`config.mk`:
```
export PLATFORM = sky130hd
export DESIGN_NAME = mem_endpoint_programmer
export DESIGN_NICKNAME = d
export VERILOG_FILES = /design/src/rtl/mem_endpoint_programmer_pkg.sv /design/src/rtl/mem_endpoint_programmer_overlap.sv /design/src/rtl/mem_endpoint_programmer.sv
export SDC_FILE = /design/constraint.sdc
export NUM_CORES = 1
export LEC_CHECK = 0
export ABC_AREA = 0
export BUFFER_PORTS_ARGS = -buffer_cell sky130_fd_sc_hd__buf_2
export CAP_MARGIN = 10
export CORE_MARGIN = 1
export CORE_UTILIZATION = 45
export DETAILED_ROUTE_END_ITERATION = 8
export HOLD_SLACK_MARGIN = 0.03
export PLACE_DENSITY = 0.72
export SLEW_MARGIN = 25
export SYNTH_ARGS = -nofsm -noshare
export SYNTH_HDL_FRONTEND = slang
export SYNTH_SLANG_ARGS = --single-unit
```
`constraint.sdc`:
```
create_clock -name aclk -period 18.5 [get_ports aclk]
set_clock_uncertainty 0.2 [all_clocks]
set_input_delay 3.7 -clock aclk [delete_from_list [all_inputs] [get_ports aclk]]
set_output_delay 3.7 -clock aclk [all_outputs]
set_load 0.1 [all_outputs]
```
`src/rtl/mem_endpoint_programmer_pkg.sv`:
```
// Shared types for the endpoint-table control path: command/status encodings,
// the 131-bit ep_ctrl write format and the programmer FSM state set.
package mem_endpoint_programmer_pkg;

    localparam int EP_CTRL_BITS  = 131;
    localparam int EP_ADDR_BITS  = 48;
    localparam int EP_BASE_LSB   = 0;
    localparam int EP_BOUND_LSB  = 48;
    localparam int EP_RSVD_LSB   = 96;
    localparam int EP_IDX_LSB    = 122;
    localparam int EP_RIGHTS_LSB = 127;
    localparam int EP_VALID_BIT  = 129;
    localparam int EP_STROBE_BIT = 130;

    typedef enum logic [1:0] {
        EP_OP_GRANT      = 2'd0,
        EP_OP_REVOKE     = 2'd1,
        EP_OP_REVOKE_ALL = 2'd2,
        EP_OP_ILLEGAL    = 2'd3
    } ep_cmd_op_t;

    typedef enum logic [2:0] {
        EP_OK          = 3'd0,
        EP_ERR_IDX     = 3'd1,
        EP_ERR_RIGHTS  = 3'd2,
        EP_ERR_RANGE   = 3'd3,
        EP_ERR_OVERLAP = 3'd4,
        EP_ERR_OP      = 3'd5
    } ep_status_t;

    typedef struct packed {
        logic        strobe;
        logic        valid;
        logic [1:0]  rights;
        logic [4:0]  idx;
        logic [25:0] rsvd;
        logic [47:0] bound;
        logic [47:0] base;
    } ep_ctrl_t;

    typedef enum logic [2:0] {
        S_IDLE  = 3'd0,
        S_CHECK = 3'd1,
        S_SCAN  = 3'd2,
        S_WRITE = 3'd3,
        S_SWEEP = 3'd4,
        S_RESP  = 3'd5
    } ep_fsm_t;

    function automatic ep_ctrl_t ep_ctrl_strobe(input logic        valid,
                                                input logic [1:0]  rights,
                                                input logic [4:0]  idx,
                                                input logic [47:0] bound,
                                                input logic [47:0] base);
        ep_ctrl_t c;
        c.strobe = 1'b1;
        c.valid  = valid;
        c.rights = rights;
        c.idx    = idx;
        c.rsvd   = '0;
        c.bound  = bound;
        c.base   = base;
        return c;
    endfunction

endpackage

```
`src/rtl/mem_endpoint_programmer_overlap.sv`:
```
// Inclusive range intersection: true when [a_base,a_bound] and [b_base,b_bound]
// share at least one address. Pure unsigned compares, no subtraction.
module ep_range_overlap #(
    parameter int ADDR_BITS = 48
) (
    input  logic [ADDR_BITS-1:0] a_base_i,
    input  logic [ADDR_BITS-1:0] a_bound_i,
    input  logic [ADDR_BITS-1:0] b_base_i,
    input  logic [ADDR_BITS-1:0] b_bound_i,
    output logic                 overlap_o
);

    assign overlap_o = (a_base_i <= b_bound_i) && (b_base_i <= a_bound_i);

endmodule

```
`src/rtl/mem_endpoint_programmer.sv`:
```
// Endpoint-table programmer: validates grant/revoke commands against a shadow
// table, emits one-cycle ep_ctrl write strobes and answers with a status.
module mem_endpoint_programmer
    import mem_endpoint_programmer_pkg::*;
#(
    parameter int N_ENDPOINTS = 4,
    parameter int VADDR_BITS  = 48
) (
    input  logic                    aclk,
    input  logic                    areset,
    input  logic                    s_cmd_valid,
    output logic                    s_cmd_ready,
    input  logic [1:0]              s_cmd_op,
    input  logic [4:0]              s_cmd_idx,
    input  logic [1:0]              s_cmd_rights,
    input  logic [VADDR_BITS-1:0]   s_cmd_base,
    input  logic [VADDR_BITS-1:0]   s_cmd_bound,
    output logic                    m_rsp_valid,
    input  logic                    m_rsp_ready,
    output logic [2:0]              m_rsp_status,
    output logic [4:0]              m_rsp_idx,
    output logic [EP_CTRL_BITS-1:0] ep_ctrl,
    output logic [N_ENDPOINTS-1:0]  active_mask,
    output logic                    busy
);

    localparam int         PW   = (N_ENDPOINTS > 1) ? $clog2(N_ENDPOINTS) : 1;
    localparam logic [4:0] LAST = 5'(N_ENDPOINTS - 1);
    localparam logic [5:0] NEP  = 6'(N_ENDPOINTS);

    ep_fsm_t    state_q;
    logic [4:0] ptr_q;
    ep_ctrl_t   ep_ctrl_q;
    ep_status_t rsp_status_q;
    logic [4:0] rsp_idx_q;

    logic [N_ENDPOINTS-1:0]                 shd_vld_q;
    logic [N_ENDPOINTS-1:0][VADDR_BITS-1:0] shd_base_q;
    logic [N_ENDPOINTS-1:0][VADDR_BITS-1:0] shd_bound_q;

    ep_cmd_op_t            cmd_op_q;
    logic [4:0]            cmd_idx_q;
    logic [1:0]            cmd_rights_q;
    logic [VADDR_BITS-1:0] cmd_base_q;
    logic [VADDR_BITS-1:0] cmd_bound_q;

    logic          cmd_accept;
    logic          range_ok;
    logic          scan_ovl;
    logic          scan_hit;
    logic          idx_bad;
    logic [PW-1:0] ptr_sel;
    logic [PW-1:0] cmd_sel;

    assign cmd_accept = s_cmd_valid && (state_q == S_IDLE);
    assign ptr_sel    = ptr_q[PW-1:0];
    assign cmd_sel    = cmd_idx_q[PW-1:0];
    assign idx_bad    = {1'b0, cmd_idx_q} >= NEP;

    // Degenerate range [base,base] against [0,bound] intersects exactly when base <= bound.
    ep_range_overlap #(.ADDR_BITS(VADDR_BITS)) u_range_chk (
        .a_base_i  (cmd_base_q),
        .a_bound_i (cmd_base_q),
        .b_base_i  ({VADDR_BITS{1'b0}}),
        .b_bound_i (cmd_bound_q),
        .overlap_o (range_ok)
    );

    ep_range_overlap #(.ADDR_BITS(VADDR_BITS)) u_scan_chk (
        .a_base_i  (shd_base_q[ptr_sel]),
        .a_bound_i (shd_bound_q[ptr_sel]),
        .b_base_i  (cmd_base_q),
        .b_bound_i (cmd_bound_q),
        .overlap_o (scan_ovl)
    );

    assign scan_hit = shd_vld_q[ptr_sel] && (ptr_q != cmd_idx_q) && scan_ovl;

    always_ff @(posedge aclk) begin
        if (cmd_accept) begin
            cmd_op_q     <= ep_cmd_op_t'(s_cmd_op);
            cmd_idx_q    <= s_cmd_idx;
            cmd_rights_q <= s_cmd_rights;
            cmd_base_q   <= s_cmd_base;
            cmd_bound_q  <= s_cmd_bound;
        end
    end

    // The strobe is loaded on the transition into WRITE/SWEEP so it is visible
    // during that state's cycle and dropped again by the default below.
    always_ff @(posedge aclk or posedge areset) begin
        if (areset) begin
            state_q      <= S_IDLE;
            ptr_q        <= '0;
            ep_ctrl_q    <= '0;
            rsp_status_q <= EP_OK;
            rsp_idx_q    <= '0;
            shd_vld_q    <= '0;
            shd_base_q   <= '0;
            shd_bound_q  <= '0;
        end else begin
            ep_ctrl_q <= '0;
            case (state_q)
                S_IDLE: begin
                    if (cmd_accept) state_q <= S_CHECK;
                end
                S_CHECK: begin
                    rsp_idx_q <= cmd_idx_q;
                    if (cmd_op_q == EP_OP_ILLEGAL) begin
                        rsp_status_q <= EP_ERR_OP;
                        state_q      <= S_RESP;
                    end else if (idx_bad) begin
                        rsp_status_q <= EP_ERR_IDX;
                        state_q      <= S_RESP;
                    end else if (cmd_op_q == EP_OP_GRANT && cmd_rights_q == 2'b00) begin
                        rsp_status_q <= EP_ERR_RIGHTS;
                        state_q      <= S_RESP;
                    end else if (cmd_op_q == EP_OP_GRANT && !range_ok) begin
                        rsp_status_q <= EP_ERR_RANGE;
                        state_q      <= S_RESP;
                    end else if (cmd_op_q == EP_OP_GRANT) begin
                        ptr_q   <= '0;
                        state_q <= S_SCAN;
                    end else if (cmd_op_q == EP_OP_REVOKE) begin
                        ep_ctrl_q <= ep_ctrl_strobe(1'b0, cmd_rights_q, cmd_idx_q,
                                                    EP_ADDR_BITS'(cmd_bound_q),
                                                    EP_ADDR_BITS'(cmd_base_q));
                        state_q   <= S_WRITE;
                    end else begin
                        ep_ctrl_q <= ep_ctrl_strobe(1'b0, 2'b00, 5'd0, '0, '0);
                        ptr_q     <= '0;
                        state_q   <= S_SWEEP;
                    end
                end
                S_SCAN: begin
                    if (scan_hit) begin
                        rsp_status_q <= EP_ERR_OVERLAP;
                        state_q      <= S_RESP;
                    end else if (ptr_q == LAST) begin
                        ep_ctrl_q <= ep_ctrl_strobe(1'b1, cmd_rights_q, cmd_idx_q,
                                                    EP_ADDR_BITS'(cmd_bound_q),
                                                    EP_ADDR_BITS'(cmd_base_q));
                        state_q   <= S_WRITE;
                    end else begin
                        ptr_q <= ptr_q + 5'd1;
                    end
                end
                S_WRITE: begin
                    shd_vld_q[cmd_sel]   <= (cmd_op_q == EP_OP_GRANT);
                    shd_base_q[cmd_sel]  <= cmd_base_q;
                    shd_bound_q[cmd_sel] <= cmd_bound_q;
                    rsp_status_q         <= EP_OK;
                    state_q              <= S_RESP;
                end
                S_SWEEP: begin
                    shd_vld_q[ptr_sel]   <= 1'b0;
                    shd_base_q[ptr_sel]  <= '0;
                    shd_bound_q[ptr_sel] <= '0;
                    if (ptr_q == LAST) begin
                        rsp_status_q <= EP_OK;
                        rsp_idx_q    <= '0;
                        state_q      <= S_RESP;
                    end else begin
                        ep_ctrl_q <= ep_ctrl_strobe(1'b0, 2'b00, ptr_q + 5'd1, '0, '0);
                        ptr_q     <= ptr_q + 5'd1;
                    end
                end
                S_RESP: begin
                    if (m_rsp_ready) state_q <= S_IDLE;
                end
                default: state_q <= S_IDLE;
            endcase
        end
    end

    assign s_cmd_ready  = (state_q == S_IDLE);
    assign busy         = (state_q != S_IDLE);
    assign m_rsp_valid  = (state_q == S_RESP);
    assign m_rsp_status = rsp_status_q;
    assign m_rsp_idx    = rsp_idx_q;
    assign ep_ctrl      = ep_ctrl_q;
    assign active_mask  = shd_vld_q;

endmodule

```
## Word level (Yosys, flattened, before mapping)

Cells that the tools add are included.

| storage, ports and cells | value |
|---|---|
| register bits after elaboration | 640 |
| input bits | 109 |
| word-level logic and storage cells | 143 |

| cells by class | value |
|---|---|
| add/sub/neg operators | 1 |
| $lt $le $gt $ge | 9 |
| equality and inequality tests | 21 |
| multiplexer cells | 60 |
| bitwise operators | 5 |
| reduce and logical (&&, ||, !) cells | 22 |

Operators by type and width:

| cell | number |
|---|---|
| $mux 131 | 8 |
| $pmux 192 s2 | 2 |
| $pmux 131 s3 | 1 |
| $and 192x192->192 | 2 |
| $bwmux 192 | 2 |
| $bmux 48 s2 | 2 |
| $demux 48 s2 | 2 |
| $mux 48 | 4 |
| $not 192->192 | 1 |
| $le 48x48->1 | 3 |
| $mux 129 | 1 |
| $mux 3 | 17 |
| $le 1x48->1 const A | 1 |
| $mux 5 | 9 |
| $pmux 3 s6 | 1 |
| $pmux 5 s3 | 1 |
| $ne 2x2->1 const B | 7 |
| $pmux 3 s4 | 1 |
| $pmux 5 s2 | 1 |
| $logic_and 1x1->1 | 9 |
| $pmux 4 s2 | 1 |
| $reduce_and 4->1 | 2 |
| $reduce_and 7->1 | 1 |
| $eq 3x2->1 const B | 2 |
| other kinds (26) | 37 |

## Depth between registers and ports, before layout

Gate-level depths: netlist of run 1.

| depth | value |
|---|---|
| word-level depth | 9 |
| gate-level depth with buffers | 16 |

## Modules after synthesis

A second synthesis of run 1 with hierarchy kept.

| unflattened totals | value |
|---|---|
| cells, all modules | 2146 |
| area, all modules | 28653.7 um2 |

Modules (own cells, without submodules):

| module | instances | cells an instance | area each (um2) |
|---|---|---|---|
| mem_endpoint_programmer | 1 | 1458 | 23680.2 |
| ep_range_overlap (u_range_chk) | 1 | 346 | 2499.9 |
| ep_range_overlap (u_scan_chk) | 1 | 342 | 2473.6 |

## Least setup slack after synthesis of run 1

Ideal clock, no wire load.

| timing | value |
|---|---|
| path type | input-to-reg |
| start | in s_cmd_valid |
| end | reg cmd_base_q[0], enable pin |
| setup time | 0.475 ns |
| arrival | 6.120 ns |
| required time | 17.825 ns |
| path slack | 11.704 ns |
| cell stages on the path | 1 |
| cell sequence | and2_1 |

| on the way | value |
|---|---|
| cells in the longest elaborated chain, start to end | 1 |

RTL lines:

| what | line | source |
|---|---|---|
| start, declared | mem_endpoint_programmer.sv:11 | `input logic s_cmd_valid,` |
| $logic_and 1x1->1 | mem_endpoint_programmer.sv:55 | `assign cmd_accept = s_cmd_valid && (state_q == S_IDLE);` |
| end signal, assigned | mem_endpoint_programmer.sv:84 | `cmd_base_q <= s_cmd_base;` |
| end, declared | mem_endpoint_programmer.sv:44 | `logic [VADDR_BITS-1:0] cmd_base_q;` |

Every way passes these cells.
A chain may end at the register's enable or synchronous reset.

==> flow_summary.json, run 1 <==
{
  "n_antenna_cell": 0,
  "grt_max_degree": 109,
  "drive_gt1_share_pct": 21.7,
  "finalSetupViolCount": 0,
  "drv_slew": 0,
  "synthFlopType": "dfrtp_1",
  "cts_resized": 0,
  "ys_ff_latch": 614,
  "r2r-start": "ptr_q[0]",
  "die_area_um2": 61200,
  "cellPowerDensity_nw_per_um2": 128,
  "die_h_um": 247,
  "drtIter0Drc": 1560,
  "routed_via_density": 6.12,
  "cp.required_ns": 18.88,
  "synth_top_area_cell": "dfrtp_1",
  "p_switching_w": 0.00129,
  "holdPathStages": 1,
  "r2r_slack_ns": 12.46,
  "routed_wl_um": 71500,
  "arrival_ns": 6.80,
  "p_sw_share_pct": 32.2,
  "crit_type": "input pin to async pin",
  "track_usage_pct": 23.9,
  "tightest_slew_ns": 1.02,
  "crit_path_max_incr_delay_ns": 0.81,
  "clock_latency_ns": 0.60,
  "status": "finished with violations",
  "place_congestion": 0.870,
  "cts_root_buf": "clkbuf_16",
  "synth_area_um2": 27100,
  "cp_slowest_cell": "buf_4",
  "synthCells": 1934,
  "fin_crit_ns": 6.42,
  "cts_buffer_depth": 3,
  "cts_buffers": 68,
  "syn_to_final_growth_pct": 15.2,
  "mostFrequentLayoutCell": "dfrtp_1",
  "worst_slack_ns": 12.08,
  "max_freq_ghz": 0.156,
  "endpoint_kind": "async pin",
  "grt_overflow_total": 0,
  "ant_nets": 0,
  "hold_buffers": 0,
  "p_int_w": 0.00271,
  "die_w_um": 247,
  "worst-path-stages": 5,
  "cpMostUsedCell": "buf_4",
  "avgSynthCellArea_um2": 14.0,
  "first_pass_iters": 9,
  "cts_sinks": 614,
  "rows": 89,
  "crit_buf_inv": 5,
  "rsz0062_at_grt": "false",
  "core_area_um2": 59200,
  "drc_errors": 17,
  "final_cell_mix": "507 x dfrtp_1, 394 x a22o_1, 228 x buf_2",
  "min_from": "shd_base_q[7]",
  "combPwrFrac_pct": 21.3,
  "ios": 255,
  "hold_viol": 0,
  "first_global_vias": 18900,
  "finalSetupTns_ns": 0,
  "fin_crit_sh_pct": 34.7,
  "portBuffers": 228,
  "fin_nets": 2392,
  "reg2reg_depth": 14,
  "synth_async_sr_flop_share_pct": 82.9,
  "grt_pass1_wl_um": 112000,
  "cts_tree": "yes",
  "initial_core_util_pct": 45.7,
  "cap_viol_max_count": 0,
  "path_max_fanout": 108,
  "synth_top_area_share_pct": 47.0,
  "stdcell_count": 2961,
  "yosysSeqAreaShare_pct": 58.6,
  "peakVddDrop_uv": 84.1,
  "slew-limit-headroom_pct": 32.0,
  "dp_hpwl_um": 43200,
  "hold_class": "flip-flop to flip-flop",
  "dpl.cell_count": 2838,
  "ys_top_cells_by_area": "dfrtp_1 47%, a22o_1 13%, edfxtp_1 12%, mux4_2 8.1%, ha_1 6.8%",
  "avgRoutedWirePerCell_um": 24.2,
  "antenna_found_initial": 0,
  "vias": 18100,
  "violations": "design-rule violations",
  "ys.warnings.count": 0,
  "rr_endpoint": "ep_ctrl[42]",
  "clkTransAtPathRegs_ns": 0.06,
  "start_kind": "input pin",
  "p_total_w": 0.00400,
  "synth_edf_count": 105,
  "cp_cell_sequence": "buf_2, inv_8, buf_4, buf_4, buf_4",
  "dp_slack_ns": 11.31,
  "cp_top_family": "buffers and inverters",
  "synth_cell_types": 60,
  "pwr-share-clk_pct": 35.4,
  "leakagePower_nw": 14.7,
  "post_cts_buffers": 0,
  "hold_end": "shd_base_q[7]",
  "htreeDepth": 3,
  "place_area_um2": 28900,
  "p_seq_share_pct": 43.3,
  "finish.instance_area_um2": 31200
}
registers in the layout (all words and copies together), names as in the netlist:
| signal | cells |
|---|---|
| shd_base_q | 192 |
| shd_bound_q | 192 |
| ep_ctrl | 105 |
| cmd_base_q | 48 |
| cmd_bound_q | 48 |
| cmd_idx_q | 5 |
| m_rsp_idx | 5 |
| ptr_q | 5 |
| active_mask | 4 |
| m_rsp_status | 3 |
| state_q | 3 |
| cmd_op_q | 2 |
| cmd_rights_q | 2 |
power by group through the flow:
stage	combinational (W)	clock, W	sequential, W
2_1_floorplan	0.000566	0	0.00176
3_3_place_gp	0.000829	0	0.00174
3_5_place_dp	0.000851	0	0.00175
4_1_cts	0.000855	0.00145	0.00172
5_1_grt	0.000919	0.00150	0.00175
6_report	0.000852	0.00141	0.00173
routing by layer:
| layer | track usage, % | up-vias | routed length [um] |
|---|---|---|---|
| met1 | 33.4 | 9494 | 30500 |
| met4 | 7.29 | 0 | 1770 |
| met5 | 0 | - | 0 |
| met2 | 38.1 | 792 | 34500 |
| met3 | 4.55 | 124 | 4830 |
| li1 | - | 7710 | - |
cells in the mapped netlist (4+ instances only):
master	n
a211oi_1	6
a21o_1	10
a21oi_1	70
a221oi_1	6
a22o_1	394
and2_1	101
and4_1	7
buf_1	14
buf_2	11
buf_4	26
buf_6	10
clkbuf_1	87
dfrtp_1	509
edfxtp_1	105
ha_1	148
inv_1	105
mux2_1	4
mux4_2	97
nand2_1	32
nand2b_1	5
nand3_1	25
nand4_1	30
nor2_1	24
nor2b_1	9
nor3_1	6
nor3b_1	4
nor4_1	7
o211ai_1	6
o21ai_0	18
o21ai_1	6
o2bb2ai_1	4
xnor2_1	5
worst max-delay path by stage:
| stage | end | start |
|---|---|---|
| final | ptr_q[1] | areset |
| after global routing | ptr_q[1] | areset |
| after CTS | ptr_q[1] | areset |
| after detailed placement | ptr_q[1] | areset |
| after global placement | ptr_q[1] | areset |
| after floorplan | active_mask[0] | areset |
cells by family (layout without fill, tap and decap cells):
kind of cell | count (synthesis) | in the layout | synth area share [%]
DFF | 614 | 614 | 58.6
and+or+nand+nor | 262 | 262 | 5.60
xor gates and xnor gates | 8 | 8 | 0.259
other | 1 | 26 | 0.0138
buffers and inverters | 253 | 482 | 4.19
adders and majority gates | 148 | 148 | 6.83
muxes | 101 | 101 | 8.23
AOI/OAI and AO/OA | 547 | 547 | 16.3
through the flow:
step	utilization, %	hold WS (ns)
2_1_floorplan	-	0.256
6_report	52.7	0.292
3_5_place_dp	48.7	0.276
5_1_grt	52.7	0.302
4_1_cts	52.7	0.296
3_3_place_gp	48.7	0.277
cell type report:
| class | instances | area (um^2) |
|---|---|---|
| Multi-Input combinational cell | 1092 | 10200 |
| Fill cell | 4895 | 28000 |
| Clock buffer | 97 | 2000 |
| Clock inverter | 26 | 347 |
| Timing Repair Buffer | 254 | 1370 |
| Tap cell | 773 | 967 |
| Sequential cell | 614 | 15900 |
| Inverter | 105 | 402 |
Note: power is estimated with default switching activity, not from simulation.
==> run 2, diff against run 1 <==
--- a/config.mk
+++ b/config.mk
@@ -12,7 +12,7 @@
 export CORE_UTILIZATION = 45
 export DETAILED_ROUTE_END_ITERATION = 8
 export HOLD_SLACK_MARGIN = 0.03
-export PLACE_DENSITY = 0.72
+export PLACE_DENSITY = 0.69
 export SLEW_MARGIN = 25
 export SYNTH_ARGS = -nofsm -noshare
 export SYNTH_HDL_FRONTEND = slang
==> constraint.sdc (replaced) <==
create_clock -name aclk -period 6.29 [get_ports aclk]
set_clock_uncertainty 0.2 [all_clocks]
set_input_delay 1.258 -clock aclk [delete_from_list [all_inputs] [get_ports aclk]]
set_output_delay 1.258 -clock aclk [all_outputs]
set_load 0.1 [all_outputs]
==> run 2 against run 1 <==
- the flow still finishes with violations (design-rule violations)
- count of clock-buffer cells in the layout rose by 5
- sequential share of layout area fell by 0.19 points
- sequential cell count did not move
- utilization rose by 0.20 points
- combinational power rose to 3.0 times the previous value
- largest power group unchanged
==> flow_summary.json, run 2 (synthesis gave the netlist of run 1 again) <==
{
  "mostFrequentLayoutCell": "dfrtp_1",
  "drtIter0Drc": 1679,
  "cp.required_ns": 6.62,
  "drv_slew": 0,
  "fin_util_pct": 52.9,
  "cap_viol_max_count": 0,
  "dp_hpwl_um": 43700,
  "max_freq_ghz": 0.176,
  "crit_type": "flip-flop to flip-flop",
  "tightest_slew_ns": 1.02,
  "drive_gt1_share_pct": 21.9,
  "cts_buffer_depth": 3,
  "antenna_found_initial": 2,
  "first_global_vias": 18900,
  "startpoint": "ptr_q[0]",
  "status": "finished with violations",
  "place_congestion": 0.849,
  "htreeDepth": 3,
  "hold_viol": 0,
  "fin_nets": 2398,
  "cts_buffers": 69,
  "cellPowerDensity_nw_per_um2": 376,
  "fin_crit_ns": 5.67,
  "rsz0062_at_grt": "false",
  "core_area_um2": 59200,
  "die_h_um": 247,
  "avgRoutedWirePerCell_um": 23.8,
  "hold_buffers": 0,
  "cts_resized": 0,
  "violations": "design-rule violations",
  "fin_crit_sh_pct": 90.1,
  "drc_errors": 27,
  "cts_root_buf": "clkbuf_16",
  "cts_tree": "yes",
  "start_kind": "flip-flop",
  "final_cell_mix": "507 x dfrtp_1, 394 x a22o_1, 228 x buf_2",
  "cts_sinks": 614,
  "routed_wl_um": 70700,
  "clkTransAtPathRegs_ns": 0.06,
  "place_area_um2": 28900,
  "routed_via_density": 6.09,
  "n_antenna_cell": 0,
  "vias": 18100,
  "r2r-start": "ptr_q[0]",
  "portBuffers": 228,
  "endpoint_kind": "flip-flop",
  "finalSetupTns_ns": 0,
  "die_area_um2": 61200,
  "syn_to_final_growth_pct": 15.6,
  "first_pass_iters": 7,
  "post_cts_buffers": 0,
  "peakVddDrop_uv": 241,
  "ant_nets": 0,
  "path_max_fanout": 75,
  "initial_core_util_pct": 45.7,
  "rows": 89,
  "clock_latency_ns": 0.61,
  "die_w_um": 247,
  "track_usage_pct": 23.6,
  "ios": 255,
  "min_from": "shd_base_q[96]",
  "fillerInstances": 4939,
  "grt_overflow_total": 0,
  "slew-limit-headroom_pct": 31.5,
  "leakagePower_nw": 14.8,
  "arrival_ns": 5.99,
  "finish.instance_area_um2": 31300,
  "finalSetupViolCount": 0,
  "hold_class": "flip-flop to flip-flop",
  "grt_max_degree": 158,
  "grt_pass1_wl_um": 111000
}
-- run 2: changes by cell type in the layout (fill, tap and decap cells not counted), sizes merged --
cell / previous run / this run
buf: 254 / 259
clkinv: 10 / 12
clkinvlp: 4 / 3
clkbuf: 97 / 102
bufinv: 8 / 7
-- run 2: where the power goes --
group          switching [W]  leakage (nW)  internal [W]
sequential          0.000525          8.03       0.00455
clock                0.00164          1.16       0.00255
combinational        0.00163          5.57      0.000899
-- run 2: final timing paths --
| check | slack, ns | endpoint | cells past startpoint |
|---|---|---|---|
| max reg2reg | 0.62 | ep_ctrl[40] | 14 |
| max in group asynchronous | 3.88 | shd_bound_q[62] | 3 |
| min reg2reg | 0.29 | shd_base_q[96] | 1 |
| min | 0.29 | shd_base_q[96] | 1 |
| min in group asynchronous | 0.63 | shd_bound_q[36] | 2 |
| max | 0.62 | ep_ctrl[40] | 14 |
-- run 2: area by class of cell --
type,count,area (um^2),share of cell area (%)
clock inverter,26,339,1.08
tap,773,967,3.09
timing repair buffer,259,1460,4.66
multi-input combinational,1092,10200,32.7
sequential,614,15900,50.7
clock buffer,102,2040,6.50
inverter,105,398,1.27
-- run 2: metal layers --
| layer | global-route usage, % | part of all wire, % | vias to the layer above |
|---|---|---|---|
| met3 | 4.18 | 6.8 | 133 |
| met2 | 37.9 | 48 | 787 |
| li1 | - | - | 7744 |
| met4 | 7.16 | 2.7 | 0 |
| met1 | 32.9 | 43 | 9431 |
| met5 | 0 | 0 | - |
-- run 2: through the flow --
stage,std cells,worst slack [ns],hold WS [ns],total power (W)
2_1_floorplan,1959,-2.08,0.256,0.00686
3_3_place_gp,2842,0.681,0.277,0.00758
3_5_place_dp,2842,0.609,0.276,0.00765
4_1_cts,2970,0.566,0.294,0.0119
5_1_grt,2971,0.283,0.306,0.0123
6_report,2971,0.623,0.292,0.0118
-- run 2: worst max-delay path: stages (launching register included) --
cell and delay, ns:
dfrtp_4 0.75, buf_12 0.34, mux4_2 0.55, inv_1 0.07, ha_1 0.17, and4_1 0.28
nor4bb_1 0.75, a211oi_1 0.22, a21oi_1 0.23, o31ai_1 0.13, o311ai_1 0.16, a21oi_2 0.16
o21ai_4 0.52, buf_4 0.71, and2_1 0.23
